### config.mk
export PLATFORM = sky130hd
export DESIGN_NAME = alu_sched_flat
export DESIGN_NICKNAME = d
export VERILOG_FILES = /design/src/rtl/alu_sched_pkg.sv /design/src/rtl/alu_sched_if.sv /design/src/rtl/alu_sched_core.sv /design/src/rtl/alu_sched.sv /design/src/flat_wrapper.sv
export SDC_FILE = /design/constraint.sdc
export NUM_CORES = 1
export LEC_CHECK = 0
export CAP_MARGIN = 20
export CORE_AREA = 2 2 117 119
export DETAILED_ROUTE_END_ITERATION = 8
export DIE_AREA = 0 0 119 121
export GPL_TIMING_DRIVEN = 0
export PLACE_DENSITY = 0.8
export SYNTH_ARGS = -nofsm -noshare
export SYNTH_HDL_FRONTEND = slang
export SYNTH_SLANG_ARGS = --single-unit
### constraint.sdc
create_clock -name clk -period 15.7 [get_ports clk]
set_input_delay 1.57 -clock clk [delete_from_list [all_inputs] [get_ports clk]]
set_output_delay 1.57 -clock clk [all_outputs]
set_load 0.02 [all_outputs]
### src/rtl/alu_sched_pkg.sv
// Shared constants for the two-requester ALU scheduler: width, opcodes, FSM states.
// The MUL iteration count is tied to the operand width.
package alu_pkg;

    localparam int W         = 16;
    localparam int MUL_ITERS = 16;
    localparam int CNT_W     = $clog2(MUL_ITERS);

    localparam logic [2:0] OP_ADD = 3'b000;
    localparam logic [2:0] OP_SUB = 3'b001;
    localparam logic [2:0] OP_AND = 3'b010;
    localparam logic [2:0] OP_OR  = 3'b011;
    localparam logic [2:0] OP_XOR = 3'b100;
    localparam logic [2:0] OP_MUL = 3'b101;

    typedef enum logic [1:0] {
        ST_IDLE = 2'd0,
        ST_EXEC = 2'd1,
        ST_MUL  = 2'd2,
        ST_RESP = 2'd3
    } state_t;

endpackage

### src/rtl/alu_sched_if.sv
// Request/response bundle between the two front-end ports and the scheduler.
// master = front-end/consumer side, slave = scheduler side.
interface alu_sched_if;
    import alu_pkg::*;

    logic         req0_valid;
    logic         req0_ready;
    logic [2:0]   req0_op;
    logic [W-1:0] req0_a;
    logic [W-1:0] req0_b;

    logic         req1_valid;
    logic         req1_ready;
    logic [2:0]   req1_op;
    logic [W-1:0] req1_a;
    logic [W-1:0] req1_b;

    logic         rsp_valid;
    logic         rsp_ready;
    logic         rsp_id;
    logic [W-1:0] rsp_data;
    logic         rsp_cout;
    logic         rsp_err;
    logic         busy;

    modport master (
        output req0_valid, req0_op, req0_a, req0_b,
        output req1_valid, req1_op, req1_a, req1_b,
        output rsp_ready,
        input  req0_ready, req1_ready,
        input  rsp_valid, rsp_id, rsp_data, rsp_cout, rsp_err, busy
    );

    modport slave (
        input  req0_valid, req0_op, req0_a, req0_b,
        input  req1_valid, req1_op, req1_a, req1_b,
        input  rsp_ready,
        output req0_ready, req1_ready,
        output rsp_valid, rsp_id, rsp_data, rsp_cout, rsp_err, busy
    );

endinterface

### src/rtl/alu_sched_core.sv
// Combinational 16-bit ALU: ripple adder shared by ADD and SUB, plus bitwise ops.
// MUL is not computed here; the scheduler iterates it through the ADD path.
module alu_core
    import alu_pkg::*;
(
    input  logic [W-1:0] a,
    input  logic [W-1:0] b,
    input  logic [2:0]   op,
    output logic [W-1:0] s,
    output logic         cout,
    output logic         illegal
);

    logic [W-1:0] b_eff;
    logic [W:0]   carry;
    logic [W-1:0] sum;

    always_comb begin
        // SUB is a + ~b + 1, so cout doubles as the no-borrow flag
        b_eff    = (op == OP_SUB) ? ~b : b;
        carry    = '0;
        carry[0] = (op == OP_SUB);
        sum      = '0;
        for (int i = 0; i < W; i++) begin
            sum[i]       = a[i] ^ b_eff[i] ^ carry[i];
            carry[i + 1] = (a[i] & b_eff[i]) | (carry[i] & (a[i] ^ b_eff[i]));
        end
    end

    always_comb begin
        s       = '0;
        cout    = 1'b0;
        illegal = 1'b0;
        case (op)
            OP_ADD, OP_SUB: begin
                s    = sum;
                cout = carry[W];
            end
            OP_AND:  s = a & b;
            OP_OR:   s = a | b;
            OP_XOR:  s = a ^ b;
            OP_MUL:  s = '0;
            default: illegal = 1'b1;
        endcase
    end

endmodule

### src/rtl/alu_sched.sv
// Round-robin scheduler sharing one ALU between two requesters; 2-edge latency, 17 for MUL.
// Requests are accepted only in IDLE; the response is held until rsp_ready.
module alu_sched
    import alu_pkg::*;
(
    input  logic      clk,
    input  logic      rst,
    alu_sched_if.slave bus
);

    state_t           state_q, state_d;
    logic             last_grant_q, last_grant_d;
    logic [2:0]       op_q, op_d;
    logic [W-1:0]     a_q, a_d;
    logic [W-1:0]     b_q, b_d;
    logic             id_q, id_d;
    logic [W-1:0]     acc_q, acc_d;
    logic [W-1:0]     mcand_q, mcand_d;
    logic [W-1:0]     mplier_q, mplier_d;
    logic [CNT_W-1:0] cnt_q, cnt_d;
    logic             rsp_valid_q, rsp_valid_d;
    logic             rsp_id_q, rsp_id_d;
    logic [W-1:0]     rsp_data_q, rsp_data_d;
    logic             rsp_cout_q, rsp_cout_d;
    logic             rsp_err_q, rsp_err_d;

    logic             in_idle;
    logic             gnt1;
    logic             ready0;
    logic             ready1;
    logic             accept;
    logic [2:0]       sel_op;
    logic [W-1:0]     sel_a;
    logic [W-1:0]     sel_b;
    logic [W-1:0]     core_a;
    logic [W-1:0]     core_b;
    logic [2:0]       core_op;
    logic [W-1:0]     core_s;
    logic             core_cout;
    logic             core_illegal;
    logic [W-1:0]     acc_next;

    // Grant goes to the lone valid requester, or away from last_grant on contention
    assign in_idle = (state_q == ST_IDLE) && !rst;
    assign gnt1    = (bus.req0_valid && bus.req1_valid) ? ~last_grant_q : bus.req1_valid;
    assign ready0  = in_idle && bus.req0_valid && !gnt1;
    assign ready1  = in_idle && bus.req1_valid && gnt1;
    assign accept  = ready0 || ready1;

    assign sel_op = gnt1 ? bus.req1_op : bus.req0_op;
    assign sel_a  = gnt1 ? bus.req1_a  : bus.req0_a;
    assign sel_b  = gnt1 ? bus.req1_b  : bus.req0_b;

    assign core_a  = (state_q == ST_MUL) ? acc_q   : a_q;
    assign core_b  = (state_q == ST_MUL) ? mcand_q : b_q;
    assign core_op = (state_q == ST_MUL) ? OP_ADD  : op_q;

    alu_core u_core (
        .a       (core_a),
        .b       (core_b),
        .op      (core_op),
        .s       (core_s),
        .cout    (core_cout),
        .illegal (core_illegal)
    );

    assign acc_next = mplier_q[0] ? core_s : acc_q;

    always_comb begin
        state_d      = state_q;
        last_grant_d = last_grant_q;
        op_d         = op_q;
        a_d          = a_q;
        b_d          = b_q;
        id_d         = id_q;
        acc_d        = acc_q;
        mcand_d      = mcand_q;
        mplier_d     = mplier_q;
        cnt_d        = cnt_q;
        rsp_valid_d  = rsp_valid_q;
        rsp_id_d     = rsp_id_q;
        rsp_data_d   = rsp_data_q;
        rsp_cout_d   = rsp_cout_q;
        rsp_err_d    = rsp_err_q;

        case (state_q)
            ST_IDLE: begin
                if (accept) begin
                    op_d         = sel_op;
                    a_d          = sel_a;
                    b_d          = sel_b;
                    id_d         = gnt1;
                    last_grant_d = gnt1;
                    if (sel_op == OP_MUL) begin
                        acc_d    = '0;
                        mcand_d  = sel_a;
                        mplier_d = sel_b;
                        cnt_d    = '0;
                        state_d  = ST_MUL;
                    end else begin
                        state_d  = ST_EXEC;
                    end
                end
            end
            ST_EXEC: begin
                rsp_id_d   = id_q;
                rsp_data_d = core_illegal ? '0 : core_s;
                rsp_cout_d = core_illegal ? 1'b0 : core_cout;
                rsp_err_d  = core_illegal;
                state_d    = ST_RESP;
            end
            ST_MUL: begin
                acc_d    = acc_next;
                mcand_d  = mcand_q << 1;
                mplier_d = mplier_q >> 1;
                cnt_d    = cnt_q + CNT_W'(1);
                if (cnt_q == CNT_W'(MUL_ITERS - 1)) begin
                    rsp_id_d   = id_q;
                    rsp_data_d = acc_next;
                    rsp_cout_d = 1'b0;
                    rsp_err_d  = 1'b0;
                    state_d    = ST_RESP;
                end
            end
            ST_RESP: begin
                // Result is already registered; valid rises one edge after entry
                if (!rsp_valid_q) begin
                    rsp_valid_d = 1'b1;
                end else if (bus.rsp_ready) begin
                    rsp_valid_d = 1'b0;
                    state_d     = ST_IDLE;
                end
            end
            default: state_d = ST_IDLE;
        endcase
    end

    always_ff @(posedge clk or posedge rst) begin
        if (rst) begin
            state_q      <= ST_IDLE;
            last_grant_q <= 1'b1;
            op_q         <= '0;
            a_q          <= '0;
            b_q          <= '0;
            id_q         <= 1'b0;
            acc_q        <= '0;
            mcand_q      <= '0;
            mplier_q     <= '0;
            cnt_q        <= '0;
            rsp_valid_q  <= 1'b0;
            rsp_id_q     <= 1'b0;
            rsp_data_q   <= '0;
            rsp_cout_q   <= 1'b0;
            rsp_err_q    <= 1'b0;
        end else begin
            state_q      <= state_d;
            last_grant_q <= last_grant_d;
            op_q         <= op_d;
            a_q          <= a_d;
            b_q          <= b_d;
            id_q         <= id_d;
            acc_q        <= acc_d;
            mcand_q      <= mcand_d;
            mplier_q     <= mplier_d;
            cnt_q        <= cnt_d;
            rsp_valid_q  <= rsp_valid_d;
            rsp_id_q     <= rsp_id_d;
            rsp_data_q   <= rsp_data_d;
            rsp_cout_q   <= rsp_cout_d;
            rsp_err_q    <= rsp_err_d;
        end
    end

    assign bus.req0_ready = ready0;
    assign bus.req1_ready = ready1;
    assign bus.rsp_valid  = rsp_valid_q;
    assign bus.rsp_id     = rsp_id_q;
    assign bus.rsp_data   = rsp_data_q;
    assign bus.rsp_cout   = rsp_cout_q;
    assign bus.rsp_err    = rsp_err_q;
    assign bus.busy       = (state_q != ST_IDLE);

endmodule

### src/flat_wrapper.sv
// flat-port wrapper written by rule: the top's interface ports become plain ports
module alu_sched_flat import alu_pkg::*;
  (clk, rst, bus_req0_valid, bus_req0_op, bus_req0_a, bus_req0_b, bus_req1_valid, bus_req1_op, bus_req1_a, bus_req1_b, bus_rsp_ready, bus_req0_ready, bus_req1_ready, bus_rsp_valid, bus_rsp_id, bus_rsp_data, bus_rsp_cout, bus_rsp_err, bus_busy);
  alu_sched_if bus_i ();
  input  logic clk;
  input  logic rst;
  input wire logic [$bits(bus_i.req0_valid)-1:0] bus_req0_valid;
  input wire logic [$bits(bus_i.req0_op)-1:0] bus_req0_op;
  input wire logic [$bits(bus_i.req0_a)-1:0] bus_req0_a;
  input wire logic [$bits(bus_i.req0_b)-1:0] bus_req0_b;
  input wire logic [$bits(bus_i.req1_valid)-1:0] bus_req1_valid;
  input wire logic [$bits(bus_i.req1_op)-1:0] bus_req1_op;
  input wire logic [$bits(bus_i.req1_a)-1:0] bus_req1_a;
  input wire logic [$bits(bus_i.req1_b)-1:0] bus_req1_b;
  input wire logic [$bits(bus_i.rsp_ready)-1:0] bus_rsp_ready;
  output wire logic [$bits(bus_i.req0_ready)-1:0] bus_req0_ready;
  output wire logic [$bits(bus_i.req1_ready)-1:0] bus_req1_ready;
  output wire logic [$bits(bus_i.rsp_valid)-1:0] bus_rsp_valid;
  output wire logic [$bits(bus_i.rsp_id)-1:0] bus_rsp_id;
  output wire logic [$bits(bus_i.rsp_data)-1:0] bus_rsp_data;
  output wire logic [$bits(bus_i.rsp_cout)-1:0] bus_rsp_cout;
  output wire logic [$bits(bus_i.rsp_err)-1:0] bus_rsp_err;
  output wire logic [$bits(bus_i.busy)-1:0] bus_busy;
  assign bus_i.req0_valid = bus_req0_valid;
  assign bus_i.req0_op = bus_req0_op;
  assign bus_i.req0_a = bus_req0_a;
  assign bus_i.req0_b = bus_req0_b;
  assign bus_i.req1_valid = bus_req1_valid;
  assign bus_i.req1_op = bus_req1_op;
  assign bus_i.req1_a = bus_req1_a;
  assign bus_i.req1_b = bus_req1_b;
  assign bus_i.rsp_ready = bus_rsp_ready;
  assign bus_req0_ready = bus_i.req0_ready;
  assign bus_req1_ready = bus_i.req1_ready;
  assign bus_rsp_valid = bus_i.rsp_valid;
  assign bus_rsp_id = bus_i.rsp_id;
  assign bus_rsp_data = bus_i.rsp_data;
  assign bus_rsp_cout = bus_i.rsp_cout;
  assign bus_rsp_err = bus_i.rsp_err;
  assign bus_busy = bus_i.busy;
  alu_sched u_core (.clk(clk), .rst(rst), .bus(bus_i));
endmodule
==> impl_metrics.tcl <==
set metrics [dict create \
    seq_power_share_pct 25.3 \
    finalSetupTns_ns 0 \
    track_usage_pct 26.4 \
    overflow 0 \
    maxSlewHeadroom_pct 37.1 \
    synth-edff-count 0 \
    die_x_um 119 \
    synthFlopType "dfrtp_1" \
    cpMostUsedCell "fa_1" \
    synthTopCellsByArea "dfrtp_1 (39%), mux2i_1 (10%), ha_1 (6.5%)" \
    area_growth_syn_to_layout_pct 21.5 \
    ir_worst_vdd_mv 0.0936 \
    worstPathArrival_ns 9.17 \
    finish.utilization_pct 65.7 \
    setup_violations 0 \
    cp_slowest_cell "fa_1" \
    post_synth.cell_area_avg_um2 10.3 \
    hold_slack_ns 0.480 \
    synthCells 686 \
    critPathKind "reg2reg" \
    status "finished, final reports clean" \
    synth-seq-cells 111 \
    cts_tree "done" \
    dpl.hpwl_mm 14.2 \
    maxCapViolCount 0 \
    cts_resized 0 \
    synth.area.mux_share_pct 15.8 \
    wl_mm 18.0 \
    cts_setup_buffers 0 \
    final_area_um2 8590 \
    finalNetCount 922 \
    antenna_found_initial 0 \
    die_h_um 121 \
    wl_per_cell_um 18.5 \
    tightest_slew_ns 0.937 \
    num_rows 42 \
    first_pass_iters 5 \
    drive_gt1_share_pct 8.25 \
    ys_warn_count 0 \
    synth_compound_area_share_pct 17.9 \
    dieArea_um2 14400 \
    cts_buffer_depth 2 \
    synthDistinctLibCells 58 \
    cp.required_ns 15.98 \
    synth-simple-area-share_pct 8.19 \
    ant_nets 0 \
    p_int_mw 1.10 \
    rsz0062_at_grt "no" \
    setup_ws_ns 6.81 \
    grt_max_degree 72 \
    final.setup_skew_ns 0.00566 \
    synth.top_cell.area_share_pct 38.9 \
    fmax_mhz 113 \
    synth_top_family_by_area "compound AO/OA/AOI/OAI gates" \
    hold_buffers 0 \
    p_per_area_nw_per_um2 234 \
    drv_slew 0 \
    synth_fp_nets 813 \
    ios 98 \
    endpoint_kind "flop" \
    synth-xor-area-share_pct 2.23 \
    antennaDiodeCount 0 \
    initial_core_util_pct 54.0 \
    drt_iter0_markers 367 \
    p_switching_mw 0.909 \
    cp-start-kind "flop" \
    hold_violations 0 \
    clk_pin_slew_ns 0.07 \
    clkPwrFrac_pct 11.6 \
    leakage_nw 3.84 \
    remaining_drc_errors 0 \
    core_area_um2 13100 \
    synth_fa_ha_area_share_pct 10.8 \
    pwr-share-comb_pct 63.1 \
    cts_made_buffers 9 \
    critical-path-max-stage-delay_ns 0.48 \
    ys_async_sr_fraction_pct 100 \
    grt_pass1_wl_mm 29.8 \
    gp_congestion 0.858 \
    clock_sinks 111 \
    grt_pass1_vias 5938 \
    htreeDepth 3 \
    clock_latency_ns 0.36 \
    path_max_fanout 10 \
    root_buffer "clkbuf_16" \
    vias 5583 \
    place_ws_ns 6.86 \
    synth_top_cell_by_area "dfrtp_1" \
    fin_crit_sh_pct 56.6 \
    switching_share_pct 45.3 \
    syn_area_um2 7070 \
    period_minus_slack_ns 8.89 \
    ys_seq_area_share_pct 39.3 \
    io_buffers 97 \
    viasPerCell 5.72 \
    worstHoldPathType "reg2reg" \
    dpl_cell_area_um2 8290 \
]
==> through the flow <==
step | total power [mW] | std cells
3_5_place_dp | 1.76 | 960
5_1_grt | 2.17 | 976
2_1_floorplan | 1.40 | 686
6_report | 2.01 | 976
4_1_cts | 2.00 | 976
3_3_place_gp | 1.69 | 959
==> Yosys cell counts (4+ instances only) <==
cell / number
a21oi_1: 39
a22o_1: 4
a22oi_1: 13
a2bb2oi_1: 14
a32o_1: 12
and2_1: 5
buf_2: 19
buf_4: 5
clkbuf_1: 17
dfrtp_1: 110
fa_1: 15
ha_1: 37
inv_1: 47
mux2_1: 26
mux2_2: 8
mux2i_1: 72
nand2_1: 54
nand2b_1: 13
nor2_1: 35
o211ai_1: 15
o21ai_0: 42
o2bb2ai_1: 15
xnor2_1: 16
==> final timing paths <==
kind,slack [ns],cells after the start,endpoint,from
max in group asynchronous,13.33,3,u_core.b_q[1]$_DFFE_PP0P_,rst
worst max register to register,6.81,30,u_core.bus.rsp_data[15]$_DFFE_PP0P_,u_core.state_q[0]$_DFFE_PP0P_
min in group asynchronous,1.64,2,u_core.id_q$_DFFE_PP0P_,rst
worst max-delay path,6.81,30,u_core.bus.rsp_data[15]$_DFFE_PP0P_,u_core.state_q[0]$_DFFE_PP0P_
worst min register to register,0.48,2,u_core.bus.rsp_id$_DFFE_PP0P_,u_core.bus.rsp_id$_DFFE_PP0P_
worst min-delay path,0.48,2,u_core.bus.rsp_id$_DFFE_PP0P_,u_core.bus.rsp_id$_DFFE_PP0P_
==> cell type report <==
class,count,area (um^2)
flip-flops and latches,111,2780
fillers,1008,4490
plain buffers,45,235
clock inverters,5,45.0
clock buffers,11,253
inverters,47,179
repair buffers,98,998
multi-input cells,483,3880
well taps,176,220
==> cells in the final DEF (no fill, tap or decap), types with 3 or more instances in the layout <==
cell	synthesis	layout
a21oi_1	39	39
a22o_1	4	4
a22oi_1	13	13
a2bb2oi_1	14	14
a32o_1	12	12
and2_1	5	5
buf_2	19	19
buf_4	5	5
buf_6	3	3
clkbuf_1	17	17
clkbuf_16	0	9
clkdlybuf4s50_1	0	97
dfrtp_1	110	110
fa_1	15	15
ha_1	37	37
inv_1	47	46
inv_6	0	3
mux2_1	26	26
mux2_2	8	8
mux2i_1	72	72
nand2_1	54	54
nand2b_1	13	13
nand3_1	3	3
nand3b_1	3	3
nor2_1	35	35
o211ai_1	15	15
o21a_1	3	3
o21ai_0	42	42
o221ai_1	3	3
o2bb2ai_1	15	15
xnor2_1	16	16
==> metal layers <==
metal | up-vias | track usage, % | share of wire (%)
met5 | - | 0 | 0
met4 | 0 | 11.0 | 2.7
met3 | 32 | 3.90 | 4.8
met2 | 177 | 44.0 | 49
met1 | 2720 | 34.5 | 44
li1 | 2654 | - | -
==> critical path: cells and delay by family (launching register included) <==
| kind | cells | cell delay, ns |
|---|---|---|
| fa+ha+maj | 16 | 6.00 |
| compound gates | 3 | 0.48 |
| buf+inv | 9 | 1.54 |
| flops | 1 | 0.38 |
| mux | 1 | 0.29 |
| simple gates | 1 | 0.10 |
==> flip-flops by register name (all words and copies together), names as in the netlist <==
| name | cells |
|---|---|
| u_core.a_q | 16 |
| u_core.acc_q | 16 |
| u_core.b_q | 16 |
| u_core.bus.rsp_data | 16 |
| u_core.mcand_q | 16 |
| u_core.mplier_q | 16 |
| u_core.cnt_q | 4 |
| u_core.op_q | 3 |
| u_core.state_q | 2 |
| u_core.bus.rsp_cout | 1 |
| u_core.bus.rsp_err | 1 |
| u_core.bus.rsp_id | 1 |
| u_core.bus.rsp_valid | 1 |
| u_core.id_q | 1 |
| u_core.last_grant_q | 1 |
==> logic make-up after synthesis <==
group | count (synthesis)
buffers and inverters | 92
DFF | 111
adders and majority gates | 52
AOI/OAI and AO/OA | 181
and+or+nand+nor | 125
muxes | 107
xor gates and xnor gates | 18
==> power by group through the flow <==
stage | clock network, mW | registers, mW | logic [mW]
after global placement | 0 | 0.503 | 1.19
final | 0.233 | 0.507 | 1.27
after detailed placement | 0 | 0.512 | 1.25
after CTS | 0.235 | 0.506 | 1.26
after floorplan | 0 | 0.508 | 0.895
after global routing | 0.249 | 0.523 | 1.40
No activity file was read; power rests on OpenSTA's default activity.
